--- src/rtl/kpn_multiplier_process.sv ---
// kpn_multiplier_process: KPN multiply/MAC process node with credit-gated input and a result FIFO
module kpn_multiplier_process #(
    parameter int DATA_W      = 16,
    parameter int GUARD_BITS  = 0,
    parameter int PIPE_STAGES = 2,
    parameter int OUT_DEPTH   = 4,
    parameter int ACC_LEN     = 4,
    parameter bit SIGNED      = 1'b0,
    localparam int OUT_W      = 2 * DATA_W + GUARD_BITS
) (
    input  logic              clk,
    input  logic              reset_n,
    input  logic [DATA_W-1:0] entry_1,
    input  logic              entry_1_valid,
    output logic              entry_1_ready,
    input  logic [DATA_W-1:0] entry_2,
    input  logic              entry_2_valid,
    output logic              entry_2_ready,
    input  logic              mode_mac,
    output logic [OUT_W-1:0]  output_1,
    output logic              output_1_valid,
    input  logic              output_1_ready,
    output logic [15:0]       tokens_out
);
    localparam int AW = $clog2(OUT_DEPTH);
    localparam int CW = $clog2(OUT_DEPTH + PIPE_STAGES + 1) + 1;
    localparam int GW = $clog2(ACC_LEN + 1);
    localparam int LS = PIPE_STAGES - 1;

    logic signed [2*DATA_W-1:0] prod_s;
    logic [2*DATA_W-1:0]        prod_u;
    logic [OUT_W-1:0]           prod;
    logic [OUT_W-1:0]           pipe_p [PIPE_STAGES];
    logic [PIPE_STAGES-1:0]     pipe_v, pipe_e, pipe_m;
    logic [OUT_W-1:0]           res, acc, last, sum;
    logic                       res_v;
    logic [OUT_W-1:0]           mem [OUT_DEPTH];
    logic [AW-1:0]              wr_ptr, rd_ptr;
    logic [AW:0]                count;
    logic [GW-1:0]              grp;
    logic                       mode, mode_eff, idle, emit_n, credit_ok, fire_ok, fire, pop;
    logic [CW-1:0]              inflight;

    assign prod_s = (2*DATA_W)'($signed(entry_1)) * (2*DATA_W)'($signed(entry_2));
    assign prod_u = (2*DATA_W)'(entry_1) * (2*DATA_W)'(entry_2);
    assign prod   = SIGNED ? OUT_W'(prod_s) : OUT_W'(prod_u);
    assign sum    = acc + pipe_p[LS];

    // Results already owed to the FIFO: emitting pipeline entries plus the result register
    always_comb begin
        inflight = CW'(res_v);
        for (int i = 0; i < PIPE_STAGES; i++) inflight += CW'(pipe_v[i] & pipe_e[i]);
    end

    // A new mode is only taken when nothing is in flight and no MAC group is open
    assign idle      = ~|pipe_v & ~res_v & (count == '0) & (grp == '0);
    assign mode_eff  = idle ? mode_mac : mode;
    assign emit_n    = ~mode_eff | (grp == GW'(ACC_LEN - 1));
    assign credit_ok = (inflight + CW'(count)) < CW'(OUT_DEPTH);
    assign fire_ok   = credit_ok | ~emit_n;
    assign entry_1_ready  = fire_ok & entry_2_valid;
    assign entry_2_ready  = fire_ok & entry_1_valid;
    assign fire           = entry_1_valid & entry_2_valid & fire_ok;
    assign output_1_valid = count != '0;
    assign output_1       = output_1_valid ? mem[rd_ptr] : last;
    assign pop            = output_1_valid & output_1_ready;

    // Multiply pipeline, each entry tagged with its mode and whether it closes a result
    always_ff @(posedge clk or negedge reset_n) begin
        if (!reset_n) begin
            pipe_v <= '0;
            pipe_e <= '0;
            pipe_m <= '0;
            for (int i = 0; i < PIPE_STAGES; i++) pipe_p[i] <= '0;
        end else begin
            for (int i = PIPE_STAGES - 1; i > 0; i--) begin
                pipe_p[i] <= pipe_p[i-1];
                pipe_v[i] <= pipe_v[i-1];
                pipe_e[i] <= pipe_e[i-1];
                pipe_m[i] <= pipe_m[i-1];
            end
            pipe_p[0] <= prod;
            pipe_v[0] <= fire;
            pipe_e[0] <= emit_n;
            pipe_m[0] <= mode_eff;
        end
    end

    // Result stage: pass products through in MUL, accumulate and emit on group close in MAC
    always_ff @(posedge clk or negedge reset_n) begin
        if (!reset_n) begin
            res_v <= 1'b0;
            res   <= '0;
            acc   <= '0;
        end else begin
            res_v <= pipe_v[LS] & pipe_e[LS];
            if (pipe_v[LS]) begin
                res <= pipe_m[LS] ? sum : pipe_p[LS];
                if (pipe_m[LS]) acc <= pipe_e[LS] ? '0 : sum;
            end
        end
    end

    // FIFO storage needs no reset; validity is tracked by count
    always_ff @(posedge clk) begin
        if (res_v) mem[wr_ptr] <= res;
    end

    // FIFO pointers, occupancy and the last popped value shown while empty
    always_ff @(posedge clk or negedge reset_n) begin
        if (!reset_n) begin
            wr_ptr <= '0;
            rd_ptr <= '0;
            count  <= '0;
            last   <= '0;
        end else begin
            if (res_v) wr_ptr <= wr_ptr + AW'(1);
            if (pop) begin
                rd_ptr <= rd_ptr + AW'(1);
                last   <= mem[rd_ptr];
            end
            count <= count + (AW+1)'(res_v) - (AW+1)'(pop);
        end
    end

    // Mode register, MAC group position and popped-token counter
    always_ff @(posedge clk or negedge reset_n) begin
        if (!reset_n) begin
            mode       <= 1'b0;
            grp        <= '0;
            tokens_out <= '0;
        end else begin
            mode       <= mode_eff;
            tokens_out <= tokens_out + 16'(pop);
            if (fire & mode_eff) grp <= emit_n ? '0 : grp + GW'(1);
        end
    end
endmodule

--- config.mk ---
export PLATFORM = sky130hd
export DESIGN_NAME = kpn_multiplier_process
export DESIGN_NICKNAME = d
export VERILOG_FILES = /design/src/rtl/kpn_multiplier_process.sv
export SDC_FILE = /design/constraint.sdc
export NUM_CORES = 1
export LEC_CHECK = 0
export BUFFER_PORTS_ARGS = -buffer_cell sky130_fd_sc_hd__buf_2
export CORE_AREA = 2 2 224 226
export CTS_BUF_LIST = sky130_fd_sc_hd__clkbuf_4 sky130_fd_sc_hd__clkbuf_8
export CTS_CLUSTER_DIAMETER = 100
export DETAILED_ROUTE_END_ITERATION = 8
export DIE_AREA = 0 0 226 228
export HOLD_SLACK_MARGIN = 0.12
export PLACE_DENSITY = 0.71
export SYNTH_ARGS = -nofsm -noshare
export SYNTH_HDL_FRONTEND = slang
export SYNTH_SLANG_ARGS = --single-unit
--- constraint.sdc ---
create_clock -name clk -period 5.8 [get_ports clk]
set_input_delay 0 -clock clk [delete_from_list [all_inputs] [get_ports clk]]
set_output_delay 0 -clock clk [all_outputs]
set_load 0.01 [all_outputs]
# [Word-level counts from Yosys, hierarchy flattened]
# Memory sizes are Yosys's and may differ from the RTL's.
# Cells that the tools add are included.
[totals] reg_bits=194 ram_bits=128 input_bits=38 word_cells=59 memories=1
[classes] add_sub_neg=10 mul=1 n_lt_le_gt_ge=1 n_eq_ne=1 mux=7 n_bitwise=17 n_reduce_logical=6
[mem_list] name="mem" depth=4 width=32 read_ports=1 rd_clocked_by_memory_dff=0 wr=1 line_no="37" rtl="logic [OUT_W-1:0] mem [OUT_DEPTH];"
[ops] operator="32-bit 2-to-1 mux" count=3
[ops] operator="32-bit adder" count=1
[ops] operator="16-bit by 16-bit multiplier with 32-bit output" count=1
[ops] operator="16-bit by 1-bit adder with 16-bit output" count=1
[ops] operator="1-bit bitwise AND" count=12
[ops] operator="3-bit logical NOT" count=2
[ops] operator="2-bit by 1-bit adder with 2-bit output (second input constant)" count=2
[ops] operator="3-bit by 3-bit adder with 4-bit output" count=1
[ops] operator="4-bit by 3-bit < comparator with 1-bit output (second input constant)" count=1
[ops] operator="2-bit by 1-bit adder with 3-bit output" count=1
[ops] operator="3-bit by 1-bit adder with 3-bit output" count=1
[ops] operator="3-bit by 1-bit adder with 3-bit output (second input constant)" count=1
[ops] operator="3-bit by 2-bit equality test with 1-bit output (second input constant)" count=1
[ops] operator="1-bit 2-to-1 mux" count=3
[ops] operator="3-bit 2-to-1 mux" count=1
[ops] operator="1-bit inverter" count=3
[ops] operator="3-bit nonzero test" count=1
[ops] operator="3-bit by 1-bit subtractor with 3-bit output" count=1
[ops] operator="1-bit by 1-bit adder with 2-bit output" count=1
[ops] operator="1-bit OR" count=2
[ops] operator="2-bit AND reduction" count=1
[ops] operator="2-bit OR reduction" count=1
[ops] operator="1-bit logical NOT" count=1

# [Logic depth before layout (Yosys ltp)]
[logic_depth] word_depth=12 ltp_mapped=23 ltp_nobuf=22

# [Worst setup path after synthesis]
# Ideal clock, no wire load.
[synth_path] path_kind="input-to-reg" from="in entry_1[7]" to="reg pipe_p[62] (netlist bit)" setup_ns=0.126 t_arrival_ns=5.465 t_required_ns=5.674 setup_slack_ns=0.209 path_stages=23 path_buffers=1 cell_sequence="clkbuf_1 nand2_1 fa_1 inv_1 fa_1 inv_1 fa_1 inv_1 fa_1 fa_1 inv_1 fa_1 inv_1 ha_1 a21o_1 a21o_1 a211oi_1 o21ai_0 o21ba_2 o21ai_2 a311oi_2 nor4_1 a311o_1"
[synth_via] elab_chain_len=1
[synth_lines] element="start: declaration" line_no="13" rtl="input logic [DATA_W-1:0] entry_1,"
[synth_lines] element="16-bit by 16-bit multiplier with 32-bit output" line_no="45" rtl="assign prod_u = (2*DATA_W)'(entry_1) * (2*DATA_W)'(entry_2);"
[synth_lines] element="net prod[30]" line_no="32" rtl="logic [OUT_W-1:0] prod;"
[synth_lines] element="end signal: indexed assignment" line_no="77" rtl="pipe_p[i] <= pipe_p[i-1];"
[synth_lines] element="end: declaration" line_no="33" rtl="logic [OUT_W-1:0] pipe_p [PIPE_STAGES];"
# The timed path passes the listed nets, and every way through them passes these cells.
# A chain may end at the register's enable or synchronous reset.

# [Worst setup path after layout]
[layout_path] from="in entry_1[1]" to="reg pipe_p[63] (netlist bit)"
# Same word-level chain as after synthesis.

==> PnR_summary.wiki <==
{| class="wikitable"
! Metric !! Value
|-
| Final Wtd Congestion || 0.872
|-
| Synthesized-area fraction occupied by xor and xnor cells || between 2 and 3%
|-
| Power density over cell area || 625 nW/um2
|-
| Final global-route overflow total || 0
|-
| Number of buffers added by the clock tree synthesis step || 46
|-
| Total clock sinks || 321
|-
| Critical path buffer and inverter count || 4
|-
| Die boundary height || 228 um
|-
| Largest voltage drop on the vdd net || 0.424 mV
|-
| Via count of the first global-routing pass || between 10000 and 15000
|-
| WP data arrival || 5.99 ns
|-
| Synthesized Nets || 2312
|-
| CP delay by family, top || adder cells
|-
| Setup slack, reg-to-reg || 2.64 ns
|-
| Number of antenna violations at the first check in global routing || 0
|-
| Terminus of the critical flop-to-flop path || res[28]
|-
| Slew @ Worst Pin || 1.12 ns
|-
| Final non-filler cell area || 24400 um2
|-
| # setup viols final || 0
|-
| Library cell contributing the largest single delay on the critical path || sky130_fd_sc_hd__fa_1
|-
| Number of endpoints with negative hold slack in the final report || 0
|-
| Commonest cells after routing, fill and taps aside || sky130_fd_sc_hd__nand2_1, sky130_fd_sc_hd__inv_1, sky130_fd_sc_hd__fa_1
|-
| Number of different library cells in the post-synthesis netlist || 74
|-
| Count of routing violations after the opening detailed-route iteration || 646
|-
| Fin Clk Skew || roughly 0.013 ns
|-
| Buffer count from post-CTS setup fixing || 0
|-
| Vias per std cell || about 5
|-
| Setup repair after global routing missed its margin || false
|-
| CTS tree || yes
|-
| CTS root buffer || sky130_fd_sc_hd__clkbuf_8
|-
| Async set or reset register ratio after synthesis || roughly three fifths
|-
| Simple-gate share of the synthesized area || 11.7%
|-
| Largest net degree at the start of global routing || ~80
|-
| Number of flops mapped to enable cells by yosys || approximately 130
|-
| Placement Cell Area || 23300 um2
|-
| Largest family of logic cells by synthesized area || adder cells
|-
| Worst min-delay path class || primary input to flop
|-
| Post-synth top flop || sky130_fd_sc_hd__dfrtp_1
|-
| Sum of negative setup slack || 0 ns
|-
| Highest attainable clock frequency || 181 MHz
|-
| Starting utilization of the core area || between 40 and 50%
|-
| Crit path launch type || primary input
|-
| Core area || 49300 um2
|-
| Kind of capture point of the worst setup path || flop
|-
| Most common library cell in the layout ignoring fill and taps || sky130_fd_sc_hd__nand2_1
|-
| Total die area || between 50000 and 60000 um2
|-
| Slowest Stage Delay on Critical Path || 0.54 ns
|-
| Most Frequent Cell on Critical Path || sky130_fd_sc_hd__fa_1
|-
| Max-capacitance violation count || 0
|-
| Synth Register Bits || between 300 and 400
|-
| Classification of the worst setup path || primary input to flop
|-
| Required time reported for the critical path endpoint || 6.28 ns
|-
| First-pass GRT wire length || 75600 um
|-
| Synth Warn # || 0
|-
| Synthesis-to-layout area growth || 11.8%
|-
| Max-slew violation count || 0
|-
| Cell count of the worst reg-to-reg path || 11
|-
| Width of the die || 226 um
|-
| Avg Inst Size Synth || 11.3 um2
|-
| Worst setup path startpoint || entry_1[1]
|-
| Synthesized instance count || 1930
|-
| Status || complete, no violations
|-
| Final wirelength || 45200 um
|-
| Fraction of layout cells with a size suffix above 1 || 15.4%
|-
| Clk_lat worst skew || 0.58 ns
|-
| Std-Cell Rows || 82
|-
| Pre-antenna DRT Iters || 5
|-
| Normalized max-slew margin || between 20% and 30%
|-
| Multiplexer fraction of the synthesized cell area || 6.32%
|-
| Cells along the critical path || dlygate4sd3_1, buf_2, and2_1, fa_1, fa_1, fa_1, fa_1, fa_1, inv_1, fa_1, inv_1, ha_1, a21o_1, a21o_1, a21o_1, a21o_1, a211o_1, o211ai_2, a211oi_1, o211a_1, nor3_1
|-
| DRC || 0
|-
| Worst Setup EP || pipe_p[63]
|-
| Leakage dissipation || approximately 11 nW
|-
| Launch instance of the worst register-to-register path || pipe_p[0]
|-
| Via total after detailed routing || 14100
|-
| Highest net fanout along the worst path || 3
|-
| Overall power consumption || 15.3 mW
|-
| I/O pin count || 89
|-
| Min Tclk post-route || roughly 5.5 ns
|-
| Max clock buf depth || 3
|-
| WP depth || 21
|-
| Post-Synth Adder-Cell Area || 26.4%
|-
| Sequential share of the synthesized area || around two fifths
|-
| Detail Placement HPWL || ~34000 um
|-
| Count of buffers from port buffering || 88
|-
| All-layer global routing usage || 18.1%
|-
| WL/cell || 16.3 um
|-
| Number of antenna diodes || 0
|-
| Post-route clock period utilization || a little over nine tenths
|-
| Area fraction in compound gates after synthesis || under 10%
|-
| Layout net count || 2439
|-
| Cell area after technology mapping || 21900 um2
|-
| Level count of the clock H-tree || 2
|-
| Number of nets with antenna violations after detailed routing || 0
|-
| Clock transition at the register clock pins on the worst setup and hold paths after CTS || 0.06 ns
|}
[flip-flops by register name, summed over array words and instances (netlist names)]
name and cells:
tokens_out 16, mem 128, rd_ptr 2, grp 3
last 32, res 32, pipe_v 2, res_v 1
acc 32, pipe_e 2, count 3, wr_ptr 2
pipe_p 64, pipe_m 2
[cell type report]
cell class / count / area (um2)
Fill cell: 4398 / 24900
Multi-Input combinational cell: 1292 / 12000
Sequential cell: 321 / 8680
Timing Repair Buffer: 153 / 980
Inverter: 243 / 912
Clock buffer: 71 / 890
Tap cell: 672 / 841
Clock inverter: 15 / 139
[metal layers]
layer	wire (um)	part of all wire [%]	global-route usage, %	up-vias
li1	-	-	-	6636
met1	21100	47	24.9	7089
met2	21600	48	30.4	282
met3	1700	3.8	2.33	61
met4	814	1.8	4.35	0
met5	0	0	0	-
[worst reg2reg max path, delay by kind of cell, from the launching register on]
kind,cells,cell delay [ns]
AOI/OAI and AO/OA,8,1.88
adders and majority gates,2,0.67
DFF,1,0.42
muxes,1,0.08
[logic make-up after synthesis]
family,Yosys count
mux,94
simple gates,551
fa+ha+maj,344
compound gates,230
flops,321
xor+xnor,73
buf+inv,317
[synth_stat cells (33+ instances only)]
cell type                    n  area [um2]
sky130_fd_sc_hd__a21oi_1    72         360
sky130_fd_sc_hd__and2_1    129         807
sky130_fd_sc_hd__clkbuf_1   66         248
sky130_fd_sc_hd__inv_1     242         908
sky130_fd_sc_hd__nand2_1   282        1060
sky130_fd_sc_hd__edfxtp_1  128        3840
sky130_fd_sc_hd__ha_1      147        1840
sky130_fd_sc_hd__nor2_1     66         248
sky130_fd_sc_hd__xnor2_1    44         385
sky130_fd_sc_hd__mux2_2     33         372
sky130_fd_sc_hd__fa_1      197        3940
sky130_fd_sc_hd__dfrtp_1   193        4830
[per-stage QoR]
step | worst slack, ns | utilization, % | hold WS [ns] | cells
2_1_floorplan | 0.209 | - | -0.296 | 1930
3_3_place_gp | 0.0626 | 47.2 | 0.0148 | 2671
3_5_place_dp | -0.0229 | 47.2 | 0.0221 | 2671
4_1_cts | 0.353 | 49.5 | 0.140 | 2767
5_1_grt | 0.126 | 49.5 | 0.187 | 2767
6_report | 0.288 | 49.5 | 0.172 | 2767
[worst min path at each step]
stage / from / endpoint / slack [ns] / cells past startpoint
floorplan: reset_n / acc[0] / -0.30 / 0
global placement: reset_n / last[4] / 0.01 / 1
detailed placement: reset_n / last[4] / 0.02 / 1
CTS: output_1_ready / rd_ptr[0] / 0.14 / 4
global route: output_1_ready / rd_ptr[0] / 0.19 / 4
finish: output_1_ready / rd_ptr[0] / 0.17 / 4
[timing repair]
item / in CTS / in global routing
hold buffers: 10 / 0
resized for setup: 0 / 0
hold endpoints to repair: 123 / 0
[power breakdown]
group | leakage (nW) | switching [mW] | total (mW) | internal, mW
clock | 0.554 | 0.844 | 1.92 | 1.08
combinational | 7.39 | 5.26 | 9.57 | 4.31
sequential | 3.47 | 0.506 | 3.79 | 3.28
total | 11.4 | 6.61 | 15.3 | 8.68
No activity file was read; power rests on OpenSTA's default activity.
